**config.mk**
```make
export PLATFORM = sky130hd
export DESIGN_NAME = ospi_master_ctrl
export DESIGN_NICKNAME = d
export VERILOG_FILES = /design/src/rtl/ospi_pkg.sv /design/src/rtl/ospi_clk_phase.sv /design/src/rtl/ospi_master_ctrl.sv
export SDC_FILE = /design/constraint.sdc
export NUM_CORES = 1
export LEC_CHECK = 0
export ABC_AREA = 1
export CAP_MARGIN = 0
export CELL_PAD_IN_SITES_DETAIL_PLACEMENT = 1
export CELL_PAD_IN_SITES_GLOBAL_PLACEMENT = 1
export CORE_MARGIN = 4
export CORE_UTILIZATION = 38
export CTS_CLUSTER_SIZE = 30
export DETAILED_ROUTE_END_ITERATION = 8
export GPL_TIMING_DRIVEN = 0
export PLACE_DENSITY_LB_ADDON = 0.3
export SYNTH_ARGS = -nofsm -noshare
export SYNTH_HDL_FRONTEND = slang
export SYNTH_SLANG_ARGS = --single-unit
```
**constraint.sdc**
```tcl
create_clock -name clk -period 2.55 [get_ports clk]
set_clock_uncertainty 0.1 [all_clocks]
set_input_delay 0.51 -clock clk [delete_from_list [all_inputs] [get_ports clk]]
set_output_delay 0.51 -clock clk [all_outputs]
set_load 0.01 [all_outputs]
```
**src/rtl/ospi_pkg.sv**
```systemverilog
// ospi_pkg: shared definitions for the octal-SPI initiator.
//   - host op encodings carried on cmd_op
//   - controller state enum (also exported on the debug state port)
//   - default flash opcodes
//   - small constant helper for sizing counters
package ospi_pkg;

  localparam logic [1:0] OP_RD  = 2'd0;
  localparam logic [1:0] OP_WR  = 2'd1;
  localparam logic [1:0] OP_ER  = 2'd2;
  localparam logic [1:0] OP_ILL = 2'd3;

  localparam logic [7:0] DEF_OP_READ  = 8'h0B;
  localparam logic [7:0] DEF_OP_WRITE = 8'h02;
  localparam logic [7:0] DEF_OP_ERASE = 8'h20;

  typedef enum logic [2:0] {
    ST_IDLE,
    ST_SETUP,
    ST_CMD,
    ST_ADDR,
    ST_DUMMY,
    ST_RDATA,
    ST_WDATA,
    ST_DESEL
  } ospi_state_t;

  function automatic int max_int(input int a, input int b);
    return (a > b) ? a : b;
  endfunction

endpackage

```
**src/rtl/ospi_clk_phase.sv**
```systemverilog
// ospi_clk_phase: serial-clock phase generator.
// Each beat is two clk cycles: phase 0 (OSPI_CLK low) then phase 1
// (OSPI_CLK high). The phase only advances while en is high, i.e. while the
// controller is shifting beats; otherwise it parks low so the serial clock
// idles low (mode 0).
// Ports:
//   clk      in   system clock
//   reset    in   asynchronous active-high reset
//   en       in   beat shifting active (CS low, past SETUP)
//   sclk     out  registered serial clock
//   beat_end out  high in the CLK-high cycle, the last cycle of a beat
module ospi_clk_phase (
  input  logic clk,
  input  logic reset,
  input  logic en,
  output logic sclk,
  output logic beat_end
);

  logic phase;

  always_ff @(posedge clk or posedge reset) begin
    if (reset) begin
      phase <= 1'b0;
    end else if (en) begin
      phase <= ~phase;
    end else begin
      phase <= 1'b0;
    end
  end

  assign sclk     = phase;
  assign beat_end = en & phase;

endmodule

```
**src/rtl/ospi_master_ctrl.sv**
```systemverilog
// ospi_master_ctrl: octal-SPI initiator. Converts single-beat host requests
// (READ / WRITE / ERASE) into SDR octal transactions:
//   SETUP (1 cycle, CS low) -> CMD beat -> ADDR beats (MSB first)
//   -> {DUMMY beats + RDATA beat | WDATA beat | nothing} -> DESEL -> IDLE.
// Every beat is two clk cycles (CLK low, CLK high); IO_O/OE change only at
// the start of a beat. All pin outputs are registered.
// Ports:
//   clk, reset            system clock, async active-high reset
//   cmd_valid/cmd_ready   request handshake
//   cmd_op/addr/wdata     request fields, latched on acceptance
//   rd_data, rd_valid     read result and its one-cycle update pulse
//   cmd_err               one-cycle pulse after an illegal op is accepted
//   busy                  high while not IDLE
//   OSPI_CLK/CS/IO_O/IO_OE/IO_I  flash pins (tristate is at chip top)
//   dbg_state             current controller state, for observation only
//
// Handshake: a request transfers in the cycle where cmd_valid && cmd_ready
// are both high. cmd_ready is high exactly in IDLE and does not depend on
// cmd_valid; a requester holds cmd_valid and its fields stable until the
// transfer cycle, and the fields are don't-care afterwards.
module ospi_master_ctrl
  import ospi_pkg::*;
#(
  parameter int         WIDTH        = 8,
  parameter int         ADDR_BYTES   = 1,
  parameter int         DUMMY_CYCLES = 2,
  parameter int         CS_HIGH_MIN  = 2,   // must be >= 1
  parameter logic [7:0] OP_READ      = DEF_OP_READ,
  parameter logic [7:0] OP_WRITE     = DEF_OP_WRITE,
  parameter logic [7:0] OP_ERASE     = DEF_OP_ERASE
) (
  input  logic                          clk,
  input  logic                          reset,
  input  logic                          cmd_valid,
  output logic                          cmd_ready,
  input  logic [1:0]                    cmd_op,
  input  logic [WIDTH*ADDR_BYTES-1:0]   cmd_addr,
  input  logic [WIDTH-1:0]              cmd_wdata,
  output logic [WIDTH-1:0]              rd_data,
  output logic                          rd_valid,
  output logic                          cmd_err,
  output logic                          busy,
  output logic                          OSPI_CLK,
  output logic                          OSPI_CS,
  output logic [WIDTH-1:0]              OSPI_IO_O,
  output logic                          OSPI_IO_OE,
  input  logic [WIDTH-1:0]              OSPI_IO_I,
  output ospi_state_t                   dbg_state
);

  localparam int ADDR_W = WIDTH * ADDR_BYTES;
  localparam int CNT_W  = $clog2(max_int(ADDR_BYTES, DUMMY_CYCLES) + 1);
  localparam int DSL_W  = $clog2(CS_HIGH_MIN + 1);

  ospi_state_t        state, state_n;
  logic [1:0]         op_q, op_n;
  logic [ADDR_W-1:0]  addr_q, addr_n;
  logic [WIDTH-1:0]   wdata_q, wdata_n;
  logic [CNT_W-1:0]   cnt_q, cnt_n;     // remaining ADDR / DUMMY beats
  logic [DSL_W-1:0]   dsl_q, dsl_n;     // remaining DESEL cycles
  logic [WIDTH-1:0]   io_q, io_n;
  logic               oe_q, oe_n;
  logic               cs_q, cs_n;
  logic [WIDTH-1:0]   rd_data_q, rd_data_n;
  logic               rd_valid_q, rd_valid_n;
  logic               cmd_err_q, cmd_err_n;
  logic               sclk_en;
  logic               beat_end;

  function automatic logic [WIDTH-1:0] opcode(input logic [1:0] op);
    case (op)
      OP_WR:   return WIDTH'(OP_WRITE);
      OP_ER:   return WIDTH'(OP_ERASE);
      default: return WIDTH'(OP_READ);
    endcase
  endfunction

  // Beats are shifted only in the states between SETUP and DESEL.
  assign sclk_en = (state inside {ST_CMD, ST_ADDR, ST_DUMMY, ST_RDATA, ST_WDATA});

  ospi_clk_phase u_clk_phase (
    .clk      (clk),
    .reset    (reset),
    .en       (sclk_en),
    .sclk     (OSPI_CLK),
    .beat_end (beat_end)
  );

  always_ff @(posedge clk or posedge reset) begin
    if (reset) begin
      state      <= ST_IDLE;
      op_q       <= OP_RD;
      addr_q     <= '0;
      wdata_q    <= '0;
      cnt_q      <= '0;
      dsl_q      <= '0;
      io_q       <= '0;
      oe_q       <= 1'b0;
      cs_q       <= 1'b1;
      rd_data_q  <= '0;
      rd_valid_q <= 1'b0;
      cmd_err_q  <= 1'b0;
    end else begin
      state      <= state_n;
      op_q       <= op_n;
      addr_q     <= addr_n;
      wdata_q    <= wdata_n;
      cnt_q      <= cnt_n;
      dsl_q      <= dsl_n;
      io_q       <= io_n;
      oe_q       <= oe_n;
      cs_q       <= cs_n;
      rd_data_q  <= rd_data_n;
      rd_valid_q <= rd_valid_n;
      cmd_err_q  <= cmd_err_n;
    end
  end

  always_comb begin
    state_n    = state;
    op_n       = op_q;
    addr_n     = addr_q;
    wdata_n    = wdata_q;
    cnt_n      = cnt_q;
    dsl_n      = dsl_q;
    io_n       = io_q;
    oe_n       = oe_q;
    cs_n       = cs_q;
    rd_data_n  = rd_data_q;
    rd_valid_n = 1'b0;
    cmd_err_n  = 1'b0;

    case (state)
      ST_IDLE: begin
        if (cmd_valid) begin
          if (cmd_op == OP_ILL) begin
            // Accepted and flagged; no bus activity, stay ready.
            cmd_err_n = 1'b1;
          end else begin
            state_n = ST_SETUP;
            op_n    = cmd_op;
            addr_n  = cmd_addr;
            wdata_n = cmd_wdata;
            cs_n    = 1'b0;
          end
        end
      end

      ST_SETUP: begin
        state_n = ST_CMD;
        io_n    = opcode(op_q);
        oe_n    = 1'b1;
      end

      ST_CMD: begin
        if (beat_end) begin
          state_n = ST_ADDR;
          io_n    = addr_q[ADDR_W-1 -: WIDTH];
          oe_n    = 1'b1;
          addr_n  = addr_q << WIDTH;
          cnt_n   = CNT_W'(ADDR_BYTES - 1);
        end
      end

      ST_ADDR: begin
        if (beat_end) begin
          if (cnt_q != '0) begin
            io_n   = addr_q[ADDR_W-1 -: WIDTH];
            addr_n = addr_q << WIDTH;
            cnt_n  = cnt_q - 1'b1;
          end else if (op_q == OP_RD) begin
            // Turnaround: release the bus for dummy and read-data beats.
            io_n = '0;
            oe_n = 1'b0;
            if (DUMMY_CYCLES > 0) begin
              state_n = ST_DUMMY;
              cnt_n   = CNT_W'(DUMMY_CYCLES - 1);
            end else begin
              state_n = ST_RDATA;
            end
          end else if (op_q == OP_WR) begin
            state_n = ST_WDATA;
            io_n    = wdata_q;
            oe_n    = 1'b1;
          end else begin
            state_n = ST_DESEL;
            cs_n    = 1'b1;
            oe_n    = 1'b0;
            io_n    = '0;
            dsl_n   = DSL_W'(CS_HIGH_MIN - 1);
          end
        end
      end

      ST_DUMMY: begin
        if (beat_end) begin
          if (cnt_q != '0) begin
            cnt_n = cnt_q - 1'b1;
          end else begin
            state_n = ST_RDATA;
          end
        end
      end

      ST_RDATA: begin
        if (beat_end) begin
          // Sample at the end of the CLK-high cycle.
          rd_data_n  = OSPI_IO_I;
          rd_valid_n = 1'b1;
          state_n    = ST_DESEL;
          cs_n       = 1'b1;
          oe_n       = 1'b0;
          io_n       = '0;
          dsl_n      = DSL_W'(CS_HIGH_MIN - 1);
        end
      end

      ST_WDATA: begin
        if (beat_end) begin
          state_n = ST_DESEL;
          cs_n    = 1'b1;
          oe_n    = 1'b0;
          io_n    = '0;
          dsl_n   = DSL_W'(CS_HIGH_MIN - 1);
        end
      end

      ST_DESEL: begin
        if (dsl_q == '0) begin
          state_n = ST_IDLE;
        end else begin
          dsl_n = dsl_q - 1'b1;
        end
      end

      default: begin
        state_n = ST_IDLE;
        cs_n    = 1'b1;
        oe_n    = 1'b0;
        io_n    = '0;
      end
    endcase
  end

  assign cmd_ready  = (state == ST_IDLE);
  assign busy       = (state != ST_IDLE);
  assign OSPI_CS    = cs_q;
  assign OSPI_IO_O  = io_q;
  assign OSPI_IO_OE = oe_q;
  assign rd_data    = rd_data_q;
  assign rd_valid   = rd_valid_q;
  assign cmd_err    = cmd_err_q;
  assign dbg_state  = state;

endmodule

```
# Word-level counts from Yosys, hierarchy flattened
# Index checks and enable logic that the tools add are counted.
# op_classes
add_sub_neg	2
n_eq_ne	25
muxes	59
bitwise	3
n_reduce_logical	21
# op_table
op	count
$mux 8	10
$pmux 8 s4	1
$mux 3	9
$mux 2	13
$pmux 8 s3	1
$ne 2x2->1 const B	11
$pmux 3 s7	1
$mux 1	19
$reduce_bool 3->1	5
$eq 3x3->1 const B	4
$pmux 2 s3	2
$pmux 6 s2	1
$reduce_and 6->1	2
$reduce_and 9->1	1
$reduce_and 8->1	1
$reduce_and 7->1	1
$eq 3x2->1 const B	2
$ne 2x1->1 const B	3
$reduce_and 5->1	1
$reduce_bool 5->1	1
$eq 2x2->1 const B	2
$logic_not 2->1	2
$pmux 1 s4	1
$reduce_and 4->1	1
13 further kinds	15
# word_totals
regBits	46
output_inout_bits	26

# Longest topological paths before layout
# Gate-level depths: netlist of run 1.
# depth
ltp_word	6
ltp_mapped	11
ltp_nobuf	10

# Cells and area by module
# From an unflattened synthesis of run 1, not the netlist that was laid out.
# hier_totals
cells_unflattened	313
area_unflattened_um2	2402.3
# by_module_without_submodules
module	instances	cells_each	area_each_um2	seq_area_each_um2
ospi_master_ctrl	1	307	2356.0	1127.3
ospi_clk_phase	1	6	46.3	25.0

# Worst setup path after synthesis of run 1
# No wires, ideal clock.
# synth_path
path_kind	reg-to-reg
from	register state[0] (netlist: dbg_state[0])
to	register op_q[1]
setup_time_ns	0.127
arrival_time_ns	1.475
path_slack_ns	0.848
stages_incl_launch_ff	9
synth_period_minus_slack_ns	1.702
cell_sequence	dfrtp_1 -> buf_2 -> inv_1 -> nand2_1 -> nor2_1 -> inv_2 -> nor2_2 -> buf_2 -> o21ai_0
# synth_between
elab_chain_len	2
# synth_lines
element	line_no	rtl
from (decl)	ospi_master_ctrl.sv:55	ospi_state_t state, state_n;
from (signal assigned)	ospi_master_ctrl.sv:104	state <= state_n;
$logic_not 3->1	--	
via cmd_ready	ospi_master_ctrl.sv:35	output logic cmd_ready,
$reduce_and 3->1 (no source line)	--	
to (signal assigned)	ospi_master_ctrl.sv:105	op_q <= op_n;
to (decl)	ospi_master_ctrl.sv:56	logic [1:0] op_q, op_n;
# The timed path passes the listed nets, and every way through them passes these cells.
# A chain may end at the register's enable or synchronous reset.

# Worst setup path in the final report of run 1
# layout_path
from	register state[0] (netlist: dbg_state[0])
to	output port cmd_ready
# layout_between
elab_chain_len	1
# layout_lines
element	line_no	rtl
$logic_not 3->1	ospi_master_ctrl.sv:245	assign cmd_ready = (state == ST_IDLE);
to (decl)	ospi_master_ctrl.sv:35	
# No other way between the ends.

==> results of run 1 <==
==> final cells by class <==
type	count	area, um2
Inverter	28	105
Clock inverter	2	13.8
Multi-Input combinational cell	244	1080
Buffer	7	33.8
Clock buffer	6	72.6
Sequential cell	46	1150
Timing Repair Buffer	55	561
Tap cell	75	93.8
Fill cell	787	2880
==> layout by cell type, fill, tap and decap left out <==
| master | instances |
|---|---|
| nand3_1 | 15 |
| a21oi_1 | 4 |
| inv_1 | 18 |
| clkdlybuf4s50_1 | 54 |
| o21ai_2 | 1 |
| ha_1 | 8 |
| dfstp_2 | 1 |
| o21ai_0 | 16 |
| o21ai_1 | 10 |
| nor2_2 | 5 |
| buf_12 | 1 |
| inv_2 | 8 |
| buf_2 | 6 |
| dfrtp_1 | 45 |
| clkbuf_1 | 2 |
| clkinv_4 | 1 |
| nor2_1 | 19 |
| nand4_1 | 7 |
| nand2_1 | 159 |
| clkbuf_8 | 5 |
| clkinv_2 | 1 |
| clkinv_1 | 2 |
==> metrics by stage <==
stage | std cells | hold slack [ns] | power (mW)
4_1_cts | 463 | 0.390 | 3.94
5_1_grt | 463 | 0.415 | 4.30
3_3_place_gp | 454 | 0.361 | 3.37
2_1_floorplan | 325 | 0.342 | 2.60
3_5_place_dp | 455 | 0.367 | 3.48
6_report | 463 | 0.382 | 3.88
==> layer usage <==
| layer | part of all wire [%] | vias to the layer above | GRT usage, % |
|---|---|---|---|
| met2 | 52 | 34 | 31.5 |
| met4 | 2.0 | 0 | 6.23 |
| met1 | 43 | 1075 | 22.8 |
| met5 | 0 | - | 0 |
| li1 | - | 1137 | - |
| met3 | 3.5 | 11 | 3.60 |
==> power by group <==
group	switching [mW]	internal, mW	leakage [nW]
Sequential	0.213	1.07	0.578
Clock	0.253	0.194	0.0452
Combinational	1.31	0.846	0.977
==> state kept, by name (all words and copies together) (netlist names) <==
register / flops
OSPI_CS: 1
OSPI_IO_O: 8
OSPI_IO_OE: 1
addr_q: 8
cmd_err: 1
cnt_q: 2
dbg_state: 3
dsl_q: 2
op_q: 2
rd_data: 8
rd_valid: 1
u_clk_phase.sclk: 1
wdata_q: 8
==> worst paths after layout <==
path | end
worst max-delay path | cmd_ready
worst min-delay path | wdata_q[7]
worst max register to register | cnt_q[1]
worst min register to register | wdata_q[7]
max in group asynchronous | cnt_q[0]
min in group asynchronous | rd_data[1]
==> kinds of logic after synthesis <==
family          synth area share (%)
flops                           48.7
buf+inv                         5.87
compound gates                  6.72
simple gates                    34.5
fa+ha+maj                       4.23
==> critical path, cell delays in order (launching register included) <==
cell and delay (ns):
dfrtp_1 0.39, buf_2 0.17, inv_1 0.10, nand2_1 0.09, nor2_2 0.16, clkdlybuf4s50_1 0.57
==> metrics.txt, run 1 <==
# TYPE chip_impl_metric gauge
chip_impl_info{name="status",value="completed"} 1
chip_impl_metric{name="drt-pass1-iter-count",unit=""} 4
chip_impl_info{name="worst_hold_startpoint",value="wdata_q[7]"} 1
chip_impl_metric{name="hold-path-cell-count",unit=""} 2
chip_impl_metric{name="pre_cts_ws",unit="ns"} 0.316
chip_impl_metric{name="finalSetupTns",unit="ns"} 0
chip_impl_info{name="worstSetupEndpointType",value="output port"} 1
chip_impl_metric{name="floorplan.rows",unit=""} 28
chip_impl_metric{name="number_of_antenna_violations_at_the_first_check_in_global_routing",unit=""} 0
chip_impl_metric{name="max-slew-margin-rel",unit="%"} 63.6
chip_impl_info{name="timing.hold.worst.class",value="reg2reg"} 1
chip_impl_metric{name="drtAntennaViolNets",unit=""} 0
chip_impl_metric{name="dr_total_vias",unit=""} 2257
chip_impl_metric{name="setup_slack",unit="ns"} 0.165
chip_impl_metric{name="sinks_on_the_clock_net",unit=""} 46
chip_impl_metric{name="dieArea",unit="mm2"} 0.00755
chip_impl_info{name="startpoint",value="dbg_state[0]"} 1
chip_impl_metric{name="grt.total_usage",unit="%"} 18.3
chip_impl_metric{name="clock_pin_slew_worst_setup_and_hold_paths",unit="ns"} 0.09
chip_impl_metric{name="layout_worst_path_cycle_share",unit="%"} 93.5
chip_impl_info{name="synth.cells.most_frequent",value="nand2_1 (159), dfrtp_1 (45), nor2_1 (20), inv_1 (19), o21ai_0 (16)"} 1
chip_impl_metric{name="cts.repair.resized",unit=""} 0
chip_impl_metric{name="grt_overflow_total",unit=""} 0
chip_impl_metric{name="netlist_instances",unit=""} 325
chip_impl_info{name="worstSetupPathType",value="reg2out"} 1
chip_impl_metric{name="drv_slew",unit=""} 0
chip_impl_metric{name="maximum_number_of_pins_on_one_net_before_global_route_repair",unit=""} 26
chip_impl_info{name="worst_setup_path_start_kind",value="flip-flop"} 1
chip_impl_metric{name="vias_per_cell",unit=""} 4.87
chip_impl_metric{name="worstPathRequired",unit="ns"} 1.94
chip_impl_metric{name="timing.final.setup_violations",unit=""} 0
chip_impl_metric{name="ys_ff_latch",unit=""} 46
chip_impl_metric{name="design.core.area",unit="mm2"} 0.00599
chip_impl_metric{name="worst_skew_pair.late_latency",unit="ns"} 0.30
chip_impl_metric{name="layout_stage_area_growth_over_the_synthesis_result",unit="%"} 31.4
chip_impl_metric{name="post_synth_edffs",unit=""} 0
chip_impl_metric{name="final_layout_size_suffix_gt1_share",unit="%"} 7.47
chip_impl_metric{name="yosysTopAreaCellShare",unit="%"} 47.6
chip_impl_metric{name="global_route_wire_length_before_repair",unit="um"} 10900
chip_impl_metric{name="drt_iter0_drc",unit=""} 61
chip_impl_metric{name="post_detailed_placement_half_perimeter_wirelength",unit="um"} 5110
chip_impl_info{name="dominantRegCellSynth",value="dfrtp_1"} 1
chip_impl_metric{name="worst-r2r-cell-count",unit=""} 9
chip_impl_metric{name="cellPowerDensity",unit="mW/mm2"} 1250
chip_impl_metric{name="num-nets-final",unit=""} 424
chip_impl_metric{name="drv_cap",unit=""} 0
chip_impl_metric{name="port_buffers",unit=""} 54
chip_impl_metric{name="fp.dieW",unit="um"} 86.9
chip_impl_metric{name="timing.final.crit_period",unit="ns"} 2.39
chip_impl_metric{name="routed_wire_length",unit="um"} 6320
chip_impl_info{name="synth_top_cells_by_area",value="dfrtp_1 (48%), nand2_1 (25%), ha_1 (4.2%), o21ai_0 (3.4%), nand3_1 (3.2%)"} 1
chip_impl_metric{name="worst_pin_slew",unit="ns"} 0.543
chip_impl_metric{name="diodes",unit=""} 0
chip_impl_metric{name="cts_buffers",unit=""} 5
chip_impl_info{name="regToRegStartpoint",value="dbg_state[2]"} 1
chip_impl_metric{name="ctsLongestPathBuffers",unit=""} 2
chip_impl_info{name="grt_setup_unrepaired",value="no"} 1
chip_impl_metric{name="wl_per_cell",unit="um"} 13.6
chip_impl_info{name="tritoncts",value="built"} 1
chip_impl_metric{name="mappedNetlistNets",unit=""} 362
chip_impl_metric{name="unique_masters_post_synth",unit=""} 17
chip_impl_metric{name="final_area",unit="mm2"} 0.00311
chip_impl_metric{name="achievable-frequency",unit="GHz"} 0.419
chip_impl_metric{name="worstPathMaxFanout",unit=""} 7
chip_impl_metric{name="post_cts.repair.setup_buffers",unit=""} 0
chip_impl_metric{name="ys_warn_count",unit=""} 0
chip_impl_metric{name="vias_in_the_first_global_route",unit=""} 2406
chip_impl_metric{name="remaining_drc_errors",unit=""} 0
chip_impl_metric{name="initial_core_util",unit="%"} 39.5
chip_impl_metric{name="r2r_slack",unit="ns"} 0.59
chip_impl_metric{name="globalplace.congestion",unit=""} 0.863
chip_impl_metric{name="synth.yosys.seq_area_share",unit="%"} 48.7
chip_impl_metric{name="die_height",unit="um"} 86.9
chip_impl_metric{name="largest_voltage_drop_on_the_vdd_net",unit="mV"} 0.515
chip_impl_info{name="synth.largest_area_cell",value="dfrtp_1"} 1
chip_impl_metric{name="holdBufCountCts",unit=""} 0
chip_impl_metric{name="synthesis.area_per_instance",unit="um2"} 7.28
chip_impl_metric{name="mapped_cell_area",unit="mm2"} 0.00237
chip_impl_metric{name="hold_viol_final",unit=""} 0
chip_impl_metric{name="p_leak",unit="nW"} 1.60
chip_impl_metric{name="final_util",unit="%"} 51.9
chip_impl_metric{name="arrival_time_reported_for_the_critical_path_endpoint",unit="ns"} 1.78
chip_impl_info{name="post-synth-top-count-cell",value="nand2_1"} 1
chip_impl_metric{name="fraction_of_registers_with_async_set_reset",unit="%"} 100
chip_impl_metric{name="floorplan.io_pins",unit=""} 55
chip_impl_metric{name="htree_levels",unit=""} 2
chip_impl_metric{name="area_after_detailed_placement",unit="mm2"} 0.00302
chip_impl_info{name="cts_root_buf",value="clkbuf_8"} 1
Power figures use the tool's default switching activity.
==> run 2: changes to the inputs <==
CAP_MARGIN = 40   (was 0)
CORE_ASPECT_RATIO = 1.1   (was default)
GPL_TIMING_DRIVEN = default   (was 0)
==> metrics.txt, run 2 (synthesis results as in run 1) <==
# TYPE chip_impl_metric gauge
chip_impl_info{name="crit_path_cell_trace",value="inv_1, nand2_1, nor2_1, clkdlybuf4s50_1"} 1
chip_impl_metric{name="largest_voltage_drop_on_the_vdd_net",unit="mV"} 0.477
chip_impl_metric{name="drv_slew",unit=""} 0
chip_impl_metric{name="clock_pin_slew_worst_setup_and_hold_paths",unit="ns"} 0.09
chip_impl_info{name="critical-path-top-delay-family",value="buffers and inverters"} 1
chip_impl_metric{name="vias_per_cell",unit=""} 4.91
chip_impl_info{name="tritoncts",value="built"} 1
chip_impl_metric{name="final-instance-count-excl-fill",unit=""} 461
chip_impl_metric{name="remaining_drc_errors",unit=""} 0
chip_impl_metric{name="numPlacedInstances",unit=""} 453
chip_impl_metric{name="num-nets-final",unit=""} 420
chip_impl_metric{name="post_cts.repair.setup_buffers",unit=""} 0
chip_impl_info{name="critical-path-slowest-cell",value="clkdlybuf4s50_1"} 1
chip_impl_metric{name="final_layout_size_suffix_gt1_share",unit="%"} 6.77
chip_impl_metric{name="worst_skew_pair.late_latency",unit="ns"} 0.31
chip_impl_metric{name="finalSetupTns",unit="ns"} 0
chip_impl_metric{name="worstPathRequired",unit="ns"} 1.94
chip_impl_metric{name="hold_viol_final",unit=""} 0
chip_impl_info{name="layout_common_cells",value="nand2_1 (159), clkdlybuf4s50_1 (54), dfrtp_1 (45)"} 1
chip_impl_metric{name="routedLengthMet1",unit="um"} 2900
chip_impl_metric{name="grt.total_usage",unit="%"} 18.2
chip_impl_metric{name="worst_path_largest_cell_delay",unit="ns"} 0.59
chip_impl_metric{name="cts_buffers",unit=""} 5
chip_impl_metric{name="timing.final.setup_violations",unit=""} 0
chip_impl_metric{name="maximum_number_of_pins_on_one_net_before_global_route_repair",unit=""} 25
chip_impl_info{name="worst_setup_path_start_kind",value="flip-flop"} 1
chip_impl_info{name="top_layer",value="met4"} 1
chip_impl_metric{name="met2WireLength",unit="um"} 3040
chip_impl_info{name="timing.hold.worst.class",value="reg2reg"} 1
chip_impl_metric{name="worst_pin_slew",unit="ns"} 0.574
chip_impl_metric{name="drt-pass1-iter-count",unit=""} 4
chip_impl_metric{name="dieArea",unit="mm2"} 0.00755
chip_impl_metric{name="design.core.area",unit="mm2"} 0.00591
chip_impl_info{name="worstSetupPathType",value="reg2out"} 1
chip_impl_metric{name="initial_core_util",unit="%"} 40.0
chip_impl_metric{name="htree_levels",unit=""} 2
chip_impl_metric{name="floorplan.io_pins",unit=""} 55
chip_impl_metric{name="max-slew-margin-rel",unit="%"} 61.6
chip_impl_metric{name="holdBufCountCts",unit=""} 0
chip_impl_metric{name="worstPathMaxFanout",unit=""} 8
chip_impl_info{name="cts_root_buf",value="clkbuf_8"} 1
chip_impl_metric{name="p_leak",unit="nW"} 1.59
chip_impl_metric{name="arrival_time_reported_for_the_critical_path_endpoint",unit="ns"} 1.80
chip_impl_metric{name="cts.repair.resized",unit=""} 0
chip_impl_metric{name="routed_wire_length",unit="um"} 6380
chip_impl_metric{name="dr_total_vias",unit=""} 2263
chip_impl_metric{name="die_height",unit="um"} 90.8
chip_impl_metric{name="sinks_on_the_clock_net",unit=""} 46
chip_impl_metric{name="port_buffers",unit=""} 54
chip_impl_metric{name="achievable-frequency",unit="GHz"} 0.415
chip_impl_metric{name="fp.dieW",unit="um"} 83.2
chip_impl_metric{name="drv_cap",unit=""} 0
chip_impl_metric{name="cellPowerDensity",unit="mW/mm2"} 1250
chip_impl_metric{name="fin_hold_ws",unit="ns"} 0.388
chip_impl_metric{name="wl_met3",unit="um"} 349
chip_impl_metric{name="number_of_antenna_violations_at_the_first_check_in_global_routing",unit=""} 0
chip_impl_metric{name="drtAntennaViolNets",unit=""} 0
chip_impl_metric{name="timing.final.crit_period",unit="ns"} 2.41
chip_impl_metric{name="vias_in_the_first_global_route",unit=""} 2392
chip_impl_metric{name="post_detailed_placement_half_perimeter_wirelength",unit="um"} 5000
chip_impl_metric{name="layout_worst_path_cycle_share",unit="%"} 94.6
chip_impl_info{name="worstSetupEndpointType",value="output port"} 1
chip_impl_metric{name="global_route_wire_length_before_repair",unit="um"} 11100
chip_impl_info{name="status",value="completed"} 1
chip_impl_metric{name="floorplan.rows",unit=""} 29
chip_impl_metric{name="diodes",unit=""} 0
chip_impl_metric{name="layout_stage_area_growth_over_the_synthesis_result",unit="%"} 31.3
chip_impl_metric{name="globalplace.congestion",unit=""} 0.905
chip_impl_metric{name="wl_per_cell",unit="um"} 13.8
chip_impl_metric{name="drt_iter0_drc",unit=""} 70
chip_impl_metric{name="ctsLongestPathBuffers",unit=""} 2
chip_impl_metric{name="grt_overflow_total",unit=""} 0
chip_impl_info{name="mostFrequentLayoutCell",value="nand2_1"} 1
chip_impl_info{name="grt_setup_unrepaired",value="no"} 1
chip_impl_metric{name="worst-path-buf-inv",unit=""} 2
==> run 2: per-layer routing <==
layer / GRT usage, % / vias to the layer above
met5: 0 / -
met3: 4.20 / 7
met2: 30.5 / 49
met4: 6.54 / 0
met1: 22.9 / 1078
li1: - / 1129
==> run 2: stage by stage <==
stage,area (um2),total power [mW],utilization (%),worst slack [ns]
floorplan,2370,2.60,-,0.848
global placement,3010,3.34,50.9,0.476
detailed placement,3010,3.41,50.9,0.393
CTS,3110,3.92,52.5,0.122
global route,3110,4.26,52.5,0.0323
finish,3110,3.88,52.5,0.137
==> run 2: worst paths after layout <==
| check | from | end | slack [ns] | cells past startpoint |
|---|---|---|---|---|
| worst max-delay path | dbg_state[0] | cmd_ready | 0.14 | 4 |
| worst min-delay path | wdata_q[2] | wdata_q[2] | 0.39 | 2 |
| worst max register to register | dbg_state[2] | cnt_q[0] | 0.57 | 8 |
| worst min register to register | wdata_q[2] | wdata_q[2] | 0.39 | 2 |
| max in group asynchronous | reset | OSPI_CS | 1.32 | 3 |
| min in group asynchronous | reset | addr_q[2] | 0.45 | 2 |
==> run 2: cell type report <==
type / count / area (um2)
clock buffer: 6 / 82.6
clock inverter: 2 / 12.5
fill: 764 / 2810
inverter: 28 / 105
multi-input combinational: 244 / 1070
sequential: 46 / 1150
tap: 77 / 96.3
timing repair buffer: 58 / 583
==> run 2: worst register-to-register path, stage by stage (launching register included) <==
cell	delay (ns)
dfrtp_1	0.53
inv_1	0.26
nand3_1	0.25
nor2_1	0.32
nand2_1	0.10
nand2_1	0.11
nor2_1	0.06
nand2_1	0.08
nand2_1	0.05
==> run 2: power breakdown <==
part | switching, mW | internal (mW)
Clock | 0.252 | 0.218
Sequential | 0.262 | 1.07
Combinational | 1.26 | 0.822
==> edit 1, RTL diff (config.mk and constraints of run 2) <==
The parameter `CS_HIGH_MIN` goes from 2 to 1.
--- a/src/rtl/ospi_master_ctrl.sv
+++ b/src/rtl/ospi_master_ctrl.sv
@@ -25,5 +25,5 @@
   parameter int         ADDR_BYTES   = 1,
   parameter int         DUMMY_CYCLES = 2,
-  parameter int         CS_HIGH_MIN  = 2,   // must be >= 1
+  parameter int         CS_HIGH_MIN  = 1,   // must be >= 1
   parameter logic [7:0] OP_READ      = DEF_OP_READ,
   parameter logic [7:0] OP_WRITE     = DEF_OP_WRITE,
Behaviour: not the same (Yosys sat finds a counterexample within 10 cycles, from zero or initial values and one cycle with reset high).
==> edit 1 against run 2 <==
- worst setup slack better by 0.017 ns
- design area down 2.1%
- register-to-register slack better by 0.10 ns
- routed wire length down 5.9%
- count of clock-buffer cells in the layout down 1
- sequential cell count down 2
- area after synthesis up 1.3%
- hold slack worse by 0.014 ns
- highest routed layer unchanged
- first-iteration DRC count down 23%
- cell count down 4.3%
- power down 2.4%
==> edit 1: results (changes against run 2) <==
stage,metric,value,unit,change
timing,Worst slew margin,56.9,%,-4.8 points
detailed_routing,WL final,6.00,mm,-5.9%
final_layout,fraction of layout cells with a size suffix above 1,10.5,%,+3.8 points
final_layout,nets,397,,-5.5%
min_path,Hold Crit Start,rd_data[3],,
power,maximum vdd drop,528,uV,+11%
synthesis,Seq cells post-synth,44,,-4.3%
synthesis,"Distinct cells, synth",29,,+12
placed_design,routability-driven placement congestion ratio,0.804,,-11%
worst_setup_path,flop2flop setup slack,0.67,ns,+0.10 ns
final_layout,buffer share of cell area,18.3,%,-0.50 points
global_routing,first-pass GRT wire length,10.4,mm,-6.4%
final_layout,area of the multi-input gates,0.00114,mm2,+5.7%
global_routing,largest net degree at the start of global routing,19,,-24%
power,clk pwr,0.429,mW,-8.7%
power,sw frac,46.4,%,+0.69 points
outcome,status,"complete, no violations",,
final_layout,comb_multi_in,237,,-2.9%
final_layout,filler cell count,772,,+1.0%
power,clock group share of total power,11.3,%,-0.8 points
final_layout,Non-clock buffers,56,,-3.4%
detailed_routing,DR iter-0 viols,54,,-23%
global_routing,total track usage,16.8,%,-1.4 points
power,Pleak,1.50,nW,-5.9%
detailed_routing,via count,2094,,-7.5%
worst_setup_path,reg2reg end,OSPI_IO_O[7],,
worst_setup_path,Worst Path Max Fanout,9,,+1
final_layout,invs w/o clock,17,,-39%
worst_setup_path,Critical R2R Launch,cnt_q[0],,
synthesis,Syn Nets,343,,-5.2%
final_layout,Layout clock area frac,2.67,%,-0.39 points
global_routing,vias in the first global route,2228,,-6.9%
placed_design,Post-DP HPWL,4.75,mm,-5.0%
synthesis,"Seq/Total Area, Yosys",46.0,%,-2.7 points
min_path,Hold Path End,rd_data[3],,
final_layout,FF/Latch Area,0.00110,mm2,-4.3%
==> edit 1: cell count changes after synthesis, moves of 3 or more <==
cell     before  now
nor2_1       20   12
buf_6         0    3
inv_1        19   10
nor2_4        0    4
o21ai_0      16   13
o21ai_1      10    1
o21ai_2       1    9
buf_2         6    3
==> edit 1: stage by stage <==
stage                     setup WS (ns)  std cells  hold WS (ns)  utilization [%]  area (um2)
after floorplan                   0.911        307         0.342                -        2400
after detailed placement          0.399        434         0.362             48.1        2960
after global placement            0.485        434         0.353             48.1        2960
after CTS                         0.131        441         0.378             49.4        3040
final                             0.154        441         0.374             49.4        3040
after global routing             0.0469        441         0.406             49.4        3040
==> edit 1: cells by family after synthesis <==
kind of cell / synth area share (%)
buf+inv: 6.63
flops: 46.0
fa+ha+maj: 3.65
compound gates: 7.31
simple gates: 36.4
==> edit 1: critical path: stages, from the launching register on <==
cell and delay (ns):
dfrtp_1 0.57, inv_2 0.12, nand2_4 0.11, nor2_4 0.05
inv_2 0.10, clkdlybuf4s50_1 0.54
==> edit 1: worst max-delay path by stage <==
stage	start	to	cells past startpoint
6_report	dbg_state[1]	busy	5
5_1_grt	dbg_state[1]	busy	5
4_1_cts	dbg_state[1]	busy	5
3_5_place_dp	cmd_op[0]	addr_q[4]	7
3_3_place_gp	cmd_op[1]	addr_q[7]	7
2_1_floorplan	reset	OSPI_IO_OE	1
==> edit 1: metal layers <==
metal | GRT usage, % | routed length [um] | up-vias
met2 | 29.5 | 2900 | 56
li1 | - | - | 1071
met5 | 0 | 0 | -
met4 | 4.42 | 75 | 0
met1 | 19.8 | 2650 | 961
met3 | 5.26 | 373 | 6
==> edit 2, RTL diff (config.mk and constraints of run 2) <==
Without the edit above. Put one more register stage on the output `dbg_state`, without a reset. The value now appears one clock later. The other outputs are not delayed to match.
--- a/src/rtl/ospi_master_ctrl.sv
+++ b/src/rtl/ospi_master_ctrl.sv
@@ -251,5 +251,7 @@
   assign rd_valid   = rd_valid_q;
   assign cmd_err    = cmd_err_q;
-  assign dbg_state  = state;
+  always_ff @(posedge clk) begin
+    dbg_state <= state;
+  end
 
 endmodule
Function: changed (Yosys sat finds a counterexample within 4 cycles, from zero or initial values and one cycle with reset high).
==> edit 2 against run 2 <==
- routed wire length shrank 3.4%
- power grew 1.2%
- area after synthesis grew 0.95%
- global-route usage shrank 0.45 points
- worst setup slack lost 0.011 ns
- critical path depth is the same
- design area shrank 0.12%
- maximum frequency shrank 0.44%
- sequential cell count grew 3
==> edit 2: results (changes against run 2) <==
stage,metric,value,unit,change
global_routing,first-pass GRT wire length,11.1,mm,-0.56%
global_routing,total track usage,17.8,%,-0.45 points
worst_setup_path,crit path DAT,1.81,ns,
power,sw frac,44.9,%,-0.78 points
final_layout,Final Non-Filler Cells,448,,-2.8%
synthesis,ys async rst share,93.9,%,-6.1 points
global_routing,met2 global-route usage,29.5,%,-0.97 points
timing,maximum clock frequency,413,MHz,-0.44%
global_routing,vias in the first global route,2295,,-4.1%
clocking,clock root buffer,clkbuf_8,,
power,Seq. pwr,1.38,mW,+4%
outcome,status,"complete, no violations",,
detailed_routing,Via density,4.78,,-2.6%
placed_design,placed cells,440,,-2.9%
timing,Worst slew margin,61.0,%,-0.67 points
detailed_routing,met2 routed WL,3.04,mm,about the same
synthesis,Synth area leaders,"dfrtp_1 (47%), nand2_1 (25%), nand3_1 (6.7%)",,
synthesis,"Distinct cells, synth",21,,+4
clocking,H-Tree Depth,2,,unchanged
synthesis,"Seq/Total Area, Yosys",50.8,%,+2.1 points
global_routing,GR Layer Usage met1,23.3,%,+0.47 points
detailed_routing,WL met3,294,um,-16%
worst_setup_path,CP max stage delay,0.56,ns,-0.03 ns
placed_design,Post-DP HPWL,4.81,mm,-3.8%
global_routing,routing usage on met3,4.08,%,-0.11 points
power,clk pwr,0.460,mW,-2%
detailed_routing,WL final,6.16,mm,-3.4%
detailed_routing,Routed met1 length,2.74,mm,-5.5%
worst_setup_path,Worst Path Max Fanout,10,,+2
final_layout,nets,404,,-3.8%
power,Pleak,1.59,nW,-0.30%
synthesis,Syn Nets,345,,-4.7%
power,maximum vdd drop,444,uV,-6.9%
synthesis,Yosys warnings,0,,unchanged
synthesis,commonest cells in the netlist,"nand2_1 (156), dfrtp_1 (45), nand3_1 (32)",,
detailed_routing,DR iter-0 viols,182,,+160%
synthesis,Avg Inst Size Synth,7.76,um2,+6.5%
power,sequential fraction of design power,35.3,%,+1.0 points
global_routing,largest net degree at the start of global routing,47,,+88%
placed_design,routability-driven placement congestion ratio,0.851,,-5.9%
placed_design,Setup WS pre-CTS,0.389,ns,-0.00330 ns
final_layout,fraction of layout cells with a size suffix above 1,6.79,%,+0.023 points
edit 2: cell types whose count changed after synthesis, moves of 3 or more:
cell     delta
buf_2       -4
dfxtp_1     +3
nand2_1     -3
nand3_1    +17
nor2_1      -8
nor2_2      -3
o21ai_0    -10
o21ai_1    -10
edit 2: layout make-up:
type / count / area, um2
Clock buffer: 6 / 72.6
Clock inverter: 2 / 15.0
Fill cell: 800 / 3050
Inverter: 23 / 88.8
Multi-Input combinational cell: 230 / 1040
Sequential cell: 49 / 1210
Tap cell: 80 / 100
Timing Repair Buffer: 58 / 571
edit 2: worst paths after layout:
check                      startpoint            to  slack [ns]  cells after the start
setup / recovery             state[0]     cmd_ready        0.13                      4
hold / removal                OSPI_CS       OSPI_CS        0.37                      2
setup reg to reg             cnt_q[0]  OSPI_IO_O[7]        0.51                     10
hold reg to reg               OSPI_CS       OSPI_CS        0.37                      2
max in group asynchronous       reset      state[0]        1.37                      3
min in group asynchronous       reset    rd_data[3]        0.56                      3
edit 2: cell families (layout without fill, tap and decap cells):
kind of cell    Yosys count  in the layout  share of synthesized area, %
flops                    49             49                          50.8
buf+inv                  29             89                          5.60
simple gates            212            212                          37.2
compound gates           10             10                          2.25
fa+ha+maj                 8              8                          4.19
edit 2: repair_timing:
action                     in CTS  in global routing
gates cloned                    0                  0
hold buffers                    0                  0
setup endpoints to repair       1                  2
gates resized for setup         1                  1
edit 2: worst register-to-register path, stage by stage (launching register included):
cell     delay (ns)
dfrtp_1        0.41
inv_1          0.09
ha_1           0.23
inv_1          0.12
nor2_1         0.37
nand2_1        0.11
nor2_1         0.26
nand2_1        0.12
nand2_1        0.08
nand2_1        0.05
nand2_1        0.06
